File: config.mk
export PLATFORM = sky130hd
export DESIGN_NAME = ddr5_bus_arbiter
export DESIGN_NICKNAME = d
export VERILOG_FILES = /design/src/rtl/ddr5_pkg.sv /design/src/rtl/ddr5_rr_arbiter.sv /design/src/rtl/ddr5_bus_arbiter.sv
export SDC_FILE = /design/constraint.sdc
export NUM_CORES = 1
export LEC_CHECK = 0
export CORE_AREA = 2 2 162 164
export DETAILED_ROUTE_END_ITERATION = 10
export DIE_AREA = 0 0 164 166
export PLACE_DENSITY = 0.61
export REMOVE_ABC_BUFFERS = 1
export SYNTH_ARGS = -nofsm -noshare
export SYNTH_HDL_FRONTEND = slang
export SYNTH_SLANG_ARGS = --single-unit
File: constraint.sdc
create_clock -name clk -period 6.75 [get_ports clk]
set_input_delay 0.675 -clock clk [delete_from_list [all_inputs] [get_ports clk]]
set_output_delay 0.675 -clock clk [all_outputs]
set_load 0.05 [all_outputs]
File: src/rtl/ddr5_pkg.sv
// Shared definitions for the DDR5 bus arbiter: command codes, bus widths, FSM state type.
// Latency: none (declarations only).
// Backpressure: none (declarations only).
package ddr5_pkg;

    // Command nibble placed in system_bus[31:28] of the command word
    localparam logic [3:0] CMD_WRITE = 4'b0011;
    localparam logic [3:0] CMD_READ  = 4'b0010;

    localparam int ADDR_W = 28;
    localparam int DATA_W = 64;
    localparam int BUS_W  = 32;

    localparam int DEFAULT_READY_TIMEOUT = 20;

    typedef enum logic [2:0] {
        IDLE,
        CMD,
        WLO,
        WHI,
        END,
        WAIT_RDY
    } state_t;

    // Layout of the first word of every transaction on system_bus
    typedef struct packed {
        logic [3:0]        cmd;
        logic [ADDR_W-1:0] addr;
    } cmd_word_t;

endpackage

File: src/rtl/ddr5_rr_arbiter.sv
// Round-robin pick among requesters, searching upward from last_grant+1 with wrap.
// Latency: purely combinational, zero cycles.
// Backpressure: none; caller decides whether the grant is used this cycle.
//
// Ports:
//   valid      - per-requester request vector
//   last_grant - index of the previous winner (search starts one above it)
//   grant      - one-hot winner, all zero when nothing is valid
//   grant_idx  - binary index of the winner, 0 when nothing is valid
module ddr5_rr_arbiter #(
    parameter int NUM_REQ = 4
) (
    input  logic [NUM_REQ-1:0]         valid,
    input  logic [$clog2(NUM_REQ)-1:0] last_grant,
    output logic [NUM_REQ-1:0]         grant,
    output logic [$clog2(NUM_REQ)-1:0] grant_idx
);

    localparam int IDX_W = $clog2(NUM_REQ);

    logic [IDX_W-1:0] cand_idx;
    logic             found;

    // Offsets 1..NUM_REQ visit every requester once, ending on last_grant
    // itself, so a lone requester can win back-to-back.
    always_comb begin
        grant     = '0;
        grant_idx = '0;
        found     = 1'b0;
        cand_idx  = '0;
        for (int off = 1; off <= NUM_REQ; off++) begin
            cand_idx = IDX_W'((int'(last_grant) + off) % NUM_REQ);
            if (!found && valid[cand_idx]) begin
                found           = 1'b1;
                grant[cand_idx] = 1'b1;
                grant_idx       = cand_idx;
            end
        end
    end

endmodule

File: src/rtl/ddr5_bus_arbiter.sv
// Arbitrates NUM_REQ requesters onto the 32-bit system bus of the DDR5 memory controller.
// Latency: first bus word one cycle after acceptance; write = 4 bus words, read = 2, then wait for ready.
// Backpressure: req_ready only in IDLE; requesters hold req_valid until accepted; ready wait bounded by READY_TIMEOUT.
//
// Ports:
//   clk, reset             - single clock, synchronous active-high reset
//   req_valid/req_write    - per-requester request and direction (1 = write)
//   req_addr/req_wdata     - packed per-requester address (28b) and write data (64b)
//   req_ready              - one-hot acceptance, combinational, only in IDLE
//   system_bus             - registered command/data word to the controller
//   memory_interface_ready - completion from the controller, only looked at in WAIT_RDY
//   grant_id               - requester owning the current/last transaction
//   busy                   - high whenever the FSM is not in IDLE
//   timeout_err            - sticky, set when ready never arrives; cleared by reset only
module ddr5_bus_arbiter
    import ddr5_pkg::*;
#(
    parameter int NUM_REQ       = 4,
    parameter int READY_TIMEOUT = DEFAULT_READY_TIMEOUT
) (
    input  logic                         clk,
    input  logic                         reset,
    input  logic [NUM_REQ-1:0]           req_valid,
    input  logic [NUM_REQ-1:0]           req_write,
    input  logic [NUM_REQ*ADDR_W-1:0]    req_addr,
    input  logic [NUM_REQ*DATA_W-1:0]    req_wdata,
    output logic [NUM_REQ-1:0]           req_ready,
    output logic [BUS_W-1:0]             system_bus,
    input  logic                         memory_interface_ready,
    output logic [$clog2(NUM_REQ)-1:0]   grant_id,
    output logic                         busy,
    output logic                         timeout_err
);

    localparam int IDX_W = $clog2(NUM_REQ);
    localparam int CNT_W = $clog2(READY_TIMEOUT + 1);

    state_t            state;
    logic [IDX_W-1:0]  last_grant;
    logic              lat_write;
    logic [DATA_W-1:0] lat_wdata;
    logic [CNT_W-1:0]  wait_cnt;

    logic [NUM_REQ-1:0] rr_grant;
    logic [IDX_W-1:0]   rr_idx;

    logic              sel_write;
    logic [ADDR_W-1:0] sel_addr;
    logic [DATA_W-1:0] sel_wdata;
    cmd_word_t         cmd_word;

    ddr5_rr_arbiter #(
        .NUM_REQ (NUM_REQ)
    ) u_rr (
        .valid      (req_valid),
        .last_grant (last_grant),
        .grant      (rr_grant),
        .grant_idx  (rr_idx)
    );

    // Acceptance is offered only while idle and never during a reset cycle,
    // so a handshake always corresponds to a real latch of the request.
    assign req_ready = (state == IDLE && !reset) ? rr_grant : '0;

    // One-hot AND-OR mux of the winning requester's fields
    always_comb begin
        sel_write = 1'b0;
        sel_addr  = '0;
        sel_wdata = '0;
        for (int i = 0; i < NUM_REQ; i++) begin
            if (rr_grant[i]) begin
                sel_write = req_write[i];
                sel_addr  = req_addr[ADDR_W*i +: ADDR_W];
                sel_wdata = req_wdata[DATA_W*i +: DATA_W];
            end
        end
    end

    always_comb begin
        cmd_word.cmd  = sel_write ? CMD_WRITE : CMD_READ;
        cmd_word.addr = sel_addr;
    end

    // system_bus and busy are loaded with the value belonging to the state
    // being entered, so each bus word is visible for the whole cycle its
    // state is active. The address is only needed for the command word, so
    // it is captured directly into system_bus at acceptance.
    always_ff @(posedge clk) begin
        if (reset) begin
            state       <= IDLE;
            system_bus  <= '0;
            busy        <= 1'b0;
            grant_id    <= '0;
            timeout_err <= 1'b0;
            wait_cnt    <= '0;
            last_grant  <= IDX_W'(NUM_REQ - 1);
            lat_write   <= 1'b0;
            lat_wdata   <= '0;
        end else begin
            unique case (state)
                IDLE: begin
                    if (|req_valid) begin
                        lat_write  <= sel_write;
                        lat_wdata  <= sel_wdata;
                        grant_id   <= rr_idx;
                        last_grant <= rr_idx;
                        system_bus <= cmd_word;
                        busy       <= 1'b1;
                        state      <= CMD;
                    end
                end
                CMD: begin
                    if (lat_write) begin
                        system_bus <= lat_wdata[BUS_W-1:0];
                        state      <= WLO;
                    end else begin
                        system_bus <= '0;
                        state      <= END;
                    end
                end
                WLO: begin
                    system_bus <= lat_wdata[DATA_W-1:BUS_W];
                    state      <= WHI;
                end
                WHI: begin
                    system_bus <= '0;
                    state      <= END;
                end
                END: begin
                    system_bus <= '0;
                    wait_cnt   <= CNT_W'(1);
                    state      <= WAIT_RDY;
                end
                WAIT_RDY: begin
                    // Ready on the final counted cycle still wins over the timeout
                    if (memory_interface_ready) begin
                        wait_cnt <= '0;
                        busy     <= 1'b0;
                        state    <= IDLE;
                    end else if (wait_cnt == CNT_W'(READY_TIMEOUT)) begin
                        timeout_err <= 1'b1;
                        wait_cnt    <= '0;
                        busy        <= 1'b0;
                        state       <= IDLE;
                    end else begin
                        wait_cnt <= wait_cnt + CNT_W'(1);
                    end
                end
                default: begin
                    system_bus <= '0;
                    wait_cnt   <= '0;
                    busy       <= 1'b0;
                    state      <= IDLE;
                end
            endcase
        end
    end

endmodule
# Yosys cells after proc, flatten, opt, wreduce, memory -nomap -nowiden
# Index checks and enable logic that the tools add are counted.
[totals]
reg_bits = 111
input_bits = 379
out_inout_bits = 40
wordCells = 113
[op_classes]
addsub = 5
magnitude_cmp = 8
eq_ne = 8
n_mux = 56
bitwise_logic = 6
n_reduce_logical = 21
[ops]
columns = ["cell", "count"]
rows = [
  ["two-way mux 64 bit", 4],
  ["case mux 32 bit (4 select lines)", 1],
  ["two-way mux 28 bit", 4],
  ["two-way mux 32 bit", 2],
  ["two-way mux 4 bit", 5],
  ["two-way mux 1 bit", 19],
  ["case mux 3 bit (6 select lines)", 1],
  ["case mux 5 bit (3 select lines)", 1],
  ["less-than comparator 2 x 3 -> 1 bit, second input constant", 4],
  ["two-way mux 3 bit", 4],
  ["OR 4 bit", 3],
  ["OR reduction 4 bit", 3],
  ["two-way mux 5 bit", 2],
  ["binary-select mux 1 bit (select 2 bit)", 4],
  ["demux 1 bit (select 2 bit)", 4],
  [">= comparator 2 x 1 -> 1 bit, second input constant", 4],
  ["logical AND 1 bit", 8],
  ["two-way mux 2 bit", 4],
  ["equality test 3 x 2 -> 1 bit, second input constant", 2],
  ["equality test 3 bit, second input constant", 2],
  ["AND reduction 2 bit", 3],
  ["AND reduction 3 bit", 2],
  ["adder 5 x 1 -> 5 bit, second input constant", 1],
  ["equality test 5 bit, second input constant", 1],
  ["9 further kinds", 16],
]

# Longest topological paths before layout
[logic_depth]
ltp_word = 20
ltp_mapped = 12
mapped_depth_nobuf = 9

# Hierarchy
# A second synthesis with hierarchy kept.
[hier_totals]
cells_unflattened = 1029
hier_area_um2 = 8149.1
[by_module_without_submodules]
columns = ["mod", "instances", "cells_per_inst", "area_per_inst_um2", "seq_area_each_um2"]
rows = [
  ["ddr5_bus_arbiter", 1, 961, 7603.5, 2222.1],
  ["ddr5_rr_arbiter", 1, 68, 545.5, 0.0],
]

# Worst setup path after synthesis
# OpenSTA, ideal clock, no wires.
[synth_timing]
path_type = "register -> output"
startpoint = "register last_grant[0]"
endpoint = "output req_ready[1]"
arrival_time_ps = 3011
required_ps = 6075
setup_slack_ps = 3064
path_stages_with_launch = 12
path_buffers = 5
path_cell_list = "dfxtp_1 buf_6 inv_1 ha_1 mux4_2 buf_6 a21oi_1 or3_1 buf_2 buf_6 buf_6 nor2b_1"
[synth_between]
elab_chain_len = 14
elab_cells_between_ends = 49
cone_classes = "4 x add/sub; 8 x order compare; 24 x mux; 3 x bitwise; 10 x reduce/logical"
[synth_rtl]
columns = ["element", "line", "text"]
rows = [
  ["start: declaration", "ddr5_bus_arbiter.sv:39", "logic [IDX_W-1:0] last_grant;"],
  ["start signal: assignment", "ddr5_bus_arbiter.sv:96", "last_grant <= IDX_W'(NUM_REQ - 1);"],
  ["start signal: assignment", "ddr5_bus_arbiter.sv:106", "last_grant <= rr_idx;"],
  ["branches (longest 12 deep; another with less-than comparator 2 x 3 -> 1 bit)", "-", ""],
  ["two-way mux 4 bit *", "ddr5_rr_arbiter.sv:33", "if (!found && valid[cand_idx]) begin"],
  ["two-way mux 4 bit *", "ddr5_bus_arbiter.sv:63", "assign req_ready = (state == IDLE && !reset) ? rr_grant : '0;"],
  ["end: declaration", "ddr5_bus_arbiter.sv:27", "output logic [NUM_REQ-1:0] req_ready,"],
]
# Every way passes the cells marked *. The select of a mux whose other input is x is not followed.

# Worst setup path in the final report
# Ends and elaborated chain as after synthesis.

==> run_results.csv <==
group,metric,value,unit
die,die-area,27200,µm²
yosys,yosys_warnings,0,
hold_path,min_from,"lat_write",
detailed_routing,wl_met2,16.4,mm
clock_network,cts_tree,"built",
sta,fin_crit_sh,72.4,%
critical_path,cp.arrival,4.22,ns
clock_network,post-cts-setup-buffers,0,
clock_network,worstSkewPairLatency,0.35,ns
global_routing,grt_util_all_layers,23.6,%
yosys,synthFlopType,"dfxtp_1",
critical_path,path_class,"reg2out",
clock_network,clock_path_buffers,2,
global_routing,grt_remaining_overflow,0,
detailed_routing,wl_met1,13.8,mm
global_routing,grt_antenna_before_repair,3,
critical_path,cp.required,6.07,ns
detailed_routing,dr_wl_met3,2.20,mm
die,coreArea,25600,µm²
power_and_ir_drop,sw_frac_of_total,49.6,%
die,fp-row-count,59,
power_and_ir_drop,leakage,3.78,nW
detailed_routing,wl,33.3,mm
detailed_routing,first_pass_iters,5,
cells_and_area,final_common_cell,"clkdlybuf4s50_1",
sta,fin_tns_setup,0,ns
detailed_routing,viasPerCell,5.48,
clock_network,cts_sinks,111,
sta,setup_slack,1.86,ns
sta,rsz0062_at_grt,"false",
critical_path,r2r_start,"last_grant[0]",
critical_path,cp_cell_sequence,"inv_1 > ha_1 > mux4_2 > a21oi_1 > or3_4 > nor2b_1 > clkdlybuf4s50_1",
place,hpwl,23.9,mm
die,die_x,164,µm
die,ioPinCount,419,
yosys,yosysSeqAreaShare,31.4,%
cells_and_area,mostFrequentLayoutCells,"clkdlybuf4s50_1 (417), dfxtp_1 (110), o21ai_0 (95)",
critical_path,cp-start-kind,"flip-flop",
sta,finalHoldViolCount,0,
hold_path,min_to,"lat_write",
sta,slew_headroom,21.7,%
critical_path,reg2reg_slack,2.40,ns
yosys,netlist_instances,819,
power_and_ir_drop,irDropWorstVdd,0.000418,V
die,die_y,166,µm
run_status,status,"finished clean",
yosys,netlist_area,7070,µm²
run,drv_cap,0,
detailed_routing,drtIter0Drc,471,
yosys,synth_top_area_share,31.4,%
cells_and_area,drive_above_1_share,9.64,%
clock_network,ctsRootBufferMaster,"clkbuf_16",
critical_path,crit_path_top_delay_cell,"clkdlybuf4s50_1",
yosys,async_flop_share,0,%
cells_and_area,nets,1556,
global_routing,grt_pass1_vias,8377,
critical_path,critPathMaxFanout,48,
sta,fmax,204,MHz
detailed_routing,route.vias.total,8274,
detailed_routing,top_layer,"met4",
cells_and_area,area_growth,64.9,%
yosys,synth-seq-cells,111,
place,portBuffers,418,
global_routing,grt_max_degree,95,
yosys,synth_area_leaders,"dfxtp_1 (31%), a221oi_2 (13%), a22oi_1 (9.1%)",
die,start_util,27.6,%
sta,setup_viol_count_final,0,
hold_path,hp-class,"reg2reg",
cells_and_area,num-fill-cells,2522,
yosys,synth_top_cell_by_area,"dfxtp_1",
critical_path,r2r-end,"system_bus[28]",
detailed_routing,ant_nets,0,
clock_network,cts_max_level,3,
power_and_ir_drop,combPwrFrac,64.7,%
power_and_ir_drop,internal-power,2.38,mW
yosys,synth_cell_type_count,52,
sta,tightestPinTransition,1.17,ns
critical_path,cp_slowest_stage_delay,0.82,ns
global_routing,grt_pass1_wl,49.4,mm
place,place_congestion,0.808,
clock_network,holdBufCountCts,0,
sta,drv_slew,0,
yosys,synth_edf_count,0,
power_and_ir_drop,seq_power_share,23.8,%
critical_path,r2r_cells,9,
sta,min_period,4.89,ns
power_and_ir_drop,power_switching,2.34,mW
detailed_routing,route.detailed.drc,0,
yosys,synth.avg_cell_area,8.64,µm²
clock_network,cts_buffers,9,
critical_path,end_kind,"output pin",
clock_network,ctsResizeCount,0,
hold_path,hold_depth,2,
sta,fin_skew,0.00908,ns
clock_network,cts.clk_slew.worst_paths,0.08,ns
detailed_routing,post_drt_wl_per_cell,22.1,µm
power_and_ir_drop,p_per_area,405,nW/µm²
power_and_ir_drop,pwr-share-clk,11.4,%
place,pre_cts_slack,2.00,ns
[Yosys cell counts, drive strengths merged, types with 2 or more instances]
library cell  instances
nor3                  3
xnor2                 2
a2111oi               3
a41oi                 2
nand2b                2
inv                   7
nor2                 42
mux4                  3
or3                   3
a311oi                2
nand3                 8
o21ai               162
clkbuf               59
dfxtp               111
buf                  37
a22oi                86
nand3b               26
a221oi               93
or2                   3
o21a                  3
a21oi                55
ha                   10
nand2                42
nor2b                 4
o221ai               29
and2                  4
[flip-flops by register name, summed over array words and instances, names as in the netlist]
signal,flops
busy,1
grant_id,2
last_grant,2
lat_wdata,64
lat_write,1
state,3
system_bus,32
timeout_err,1
wait_cnt,5
[kinds of logic after synthesis]
family / after synthesis / synth area share (%)
AO/OA/AOI/OAI: 444 / 47.8
XOR/XNOR: 2 / 0.248
adder cells (fa/ha/maj): 10 / 1.77
buffers and inverters: 103 / 7.20
flip-flops: 111 / 31.4
multiplexers: 5 / 1.26
AND/OR/NAND/NOR: 144 / 10.3
[power by group through the flow]
| stage | registers, mW | logic [mW] | clock network, mW |
|---|---|---|---|
| 6_report | 1.13 | 3.05 | 0.540 |
| 5_1_grt | 1.16 | 3.27 | 0.576 |
| 4_1_cts | 1.12 | 3.10 | 0.556 |
| 3_5_place_dp | 1.13 | 3.09 | 0 |
| 3_3_place_gp | 1.13 | 3.08 | 0 |
| 2_1_floorplan | 1.40 | 1.78 | 0 |
[worst max-delay path, delay by kind of cell, from the launching register on]
kind / cells / cell delay [ns]
buffers and inverters: 2 / 1.06
AND/OR/NAND/NOR: 2 / 0.90
flip-flops: 1 / 0.74
multiplexers: 1 / 0.46
adder cells (fa/ha/maj): 1 / 0.39
AO/OA/AOI/OAI: 1 / 0.31
[layout make-up]
cell class              instances  area (µm²)  share of cell area, %
inverters                       7        26.3                  0.225
clock inverters                 7        55.1                  0.472
well taps                     335         419                   3.59
diodes                          2        5.00                 0.0429
clock buffers                   9         225                   1.93
repair buffers                433        4290                   36.8
flip-flops and latches        111        2220                   19.1
multi-input cells             605        4420                   37.9
[how the worst max path moves through the flow]
stage	slack (ns)	from	depth (start not counted)	endpoint
2_1_floorplan	0.74	last_grant[0]	9	system_bus[28]
3_3_place_gp	2.00	req_valid[1]	7	req_ready[1]
3_5_place_dp	2.00	req_valid[1]	7	req_ready[1]
4_1_cts	1.81	last_grant[0]	7	req_ready[1]
5_1_grt	1.55	last_grant[0]	7	req_ready[1]
6_report	1.86	last_grant[0]	7	req_ready[1]
[layer usage]
| metal | global-route usage (%) | vias to the layer above |
|---|---|---|
| met5 | 0 | - |
| met4 | 6.60 | 0 |
| met3 | 4.72 | 42 |
| met2 | 40.9 | 315 |
| met1 | 29.5 | 3969 |
| li1 | - | 3948 |
[per-stage QoR]
stage	utilization, %	instances	hold slack, ns	total power [mW]	instance area, µm²
finish	45.5	1509	0.483	4.72	11700
global route	45.5	1508	0.510	5.01	11700
CTS	45.5	1507	0.487	4.77	11700
detailed placement	44.4	1491	0.474	4.22	11400
global placement	44.4	1491	0.456	4.21	11400
floorplan	-	723	0.441	3.18	6590
No activity file was read; power rests on OpenSTA's default activity.
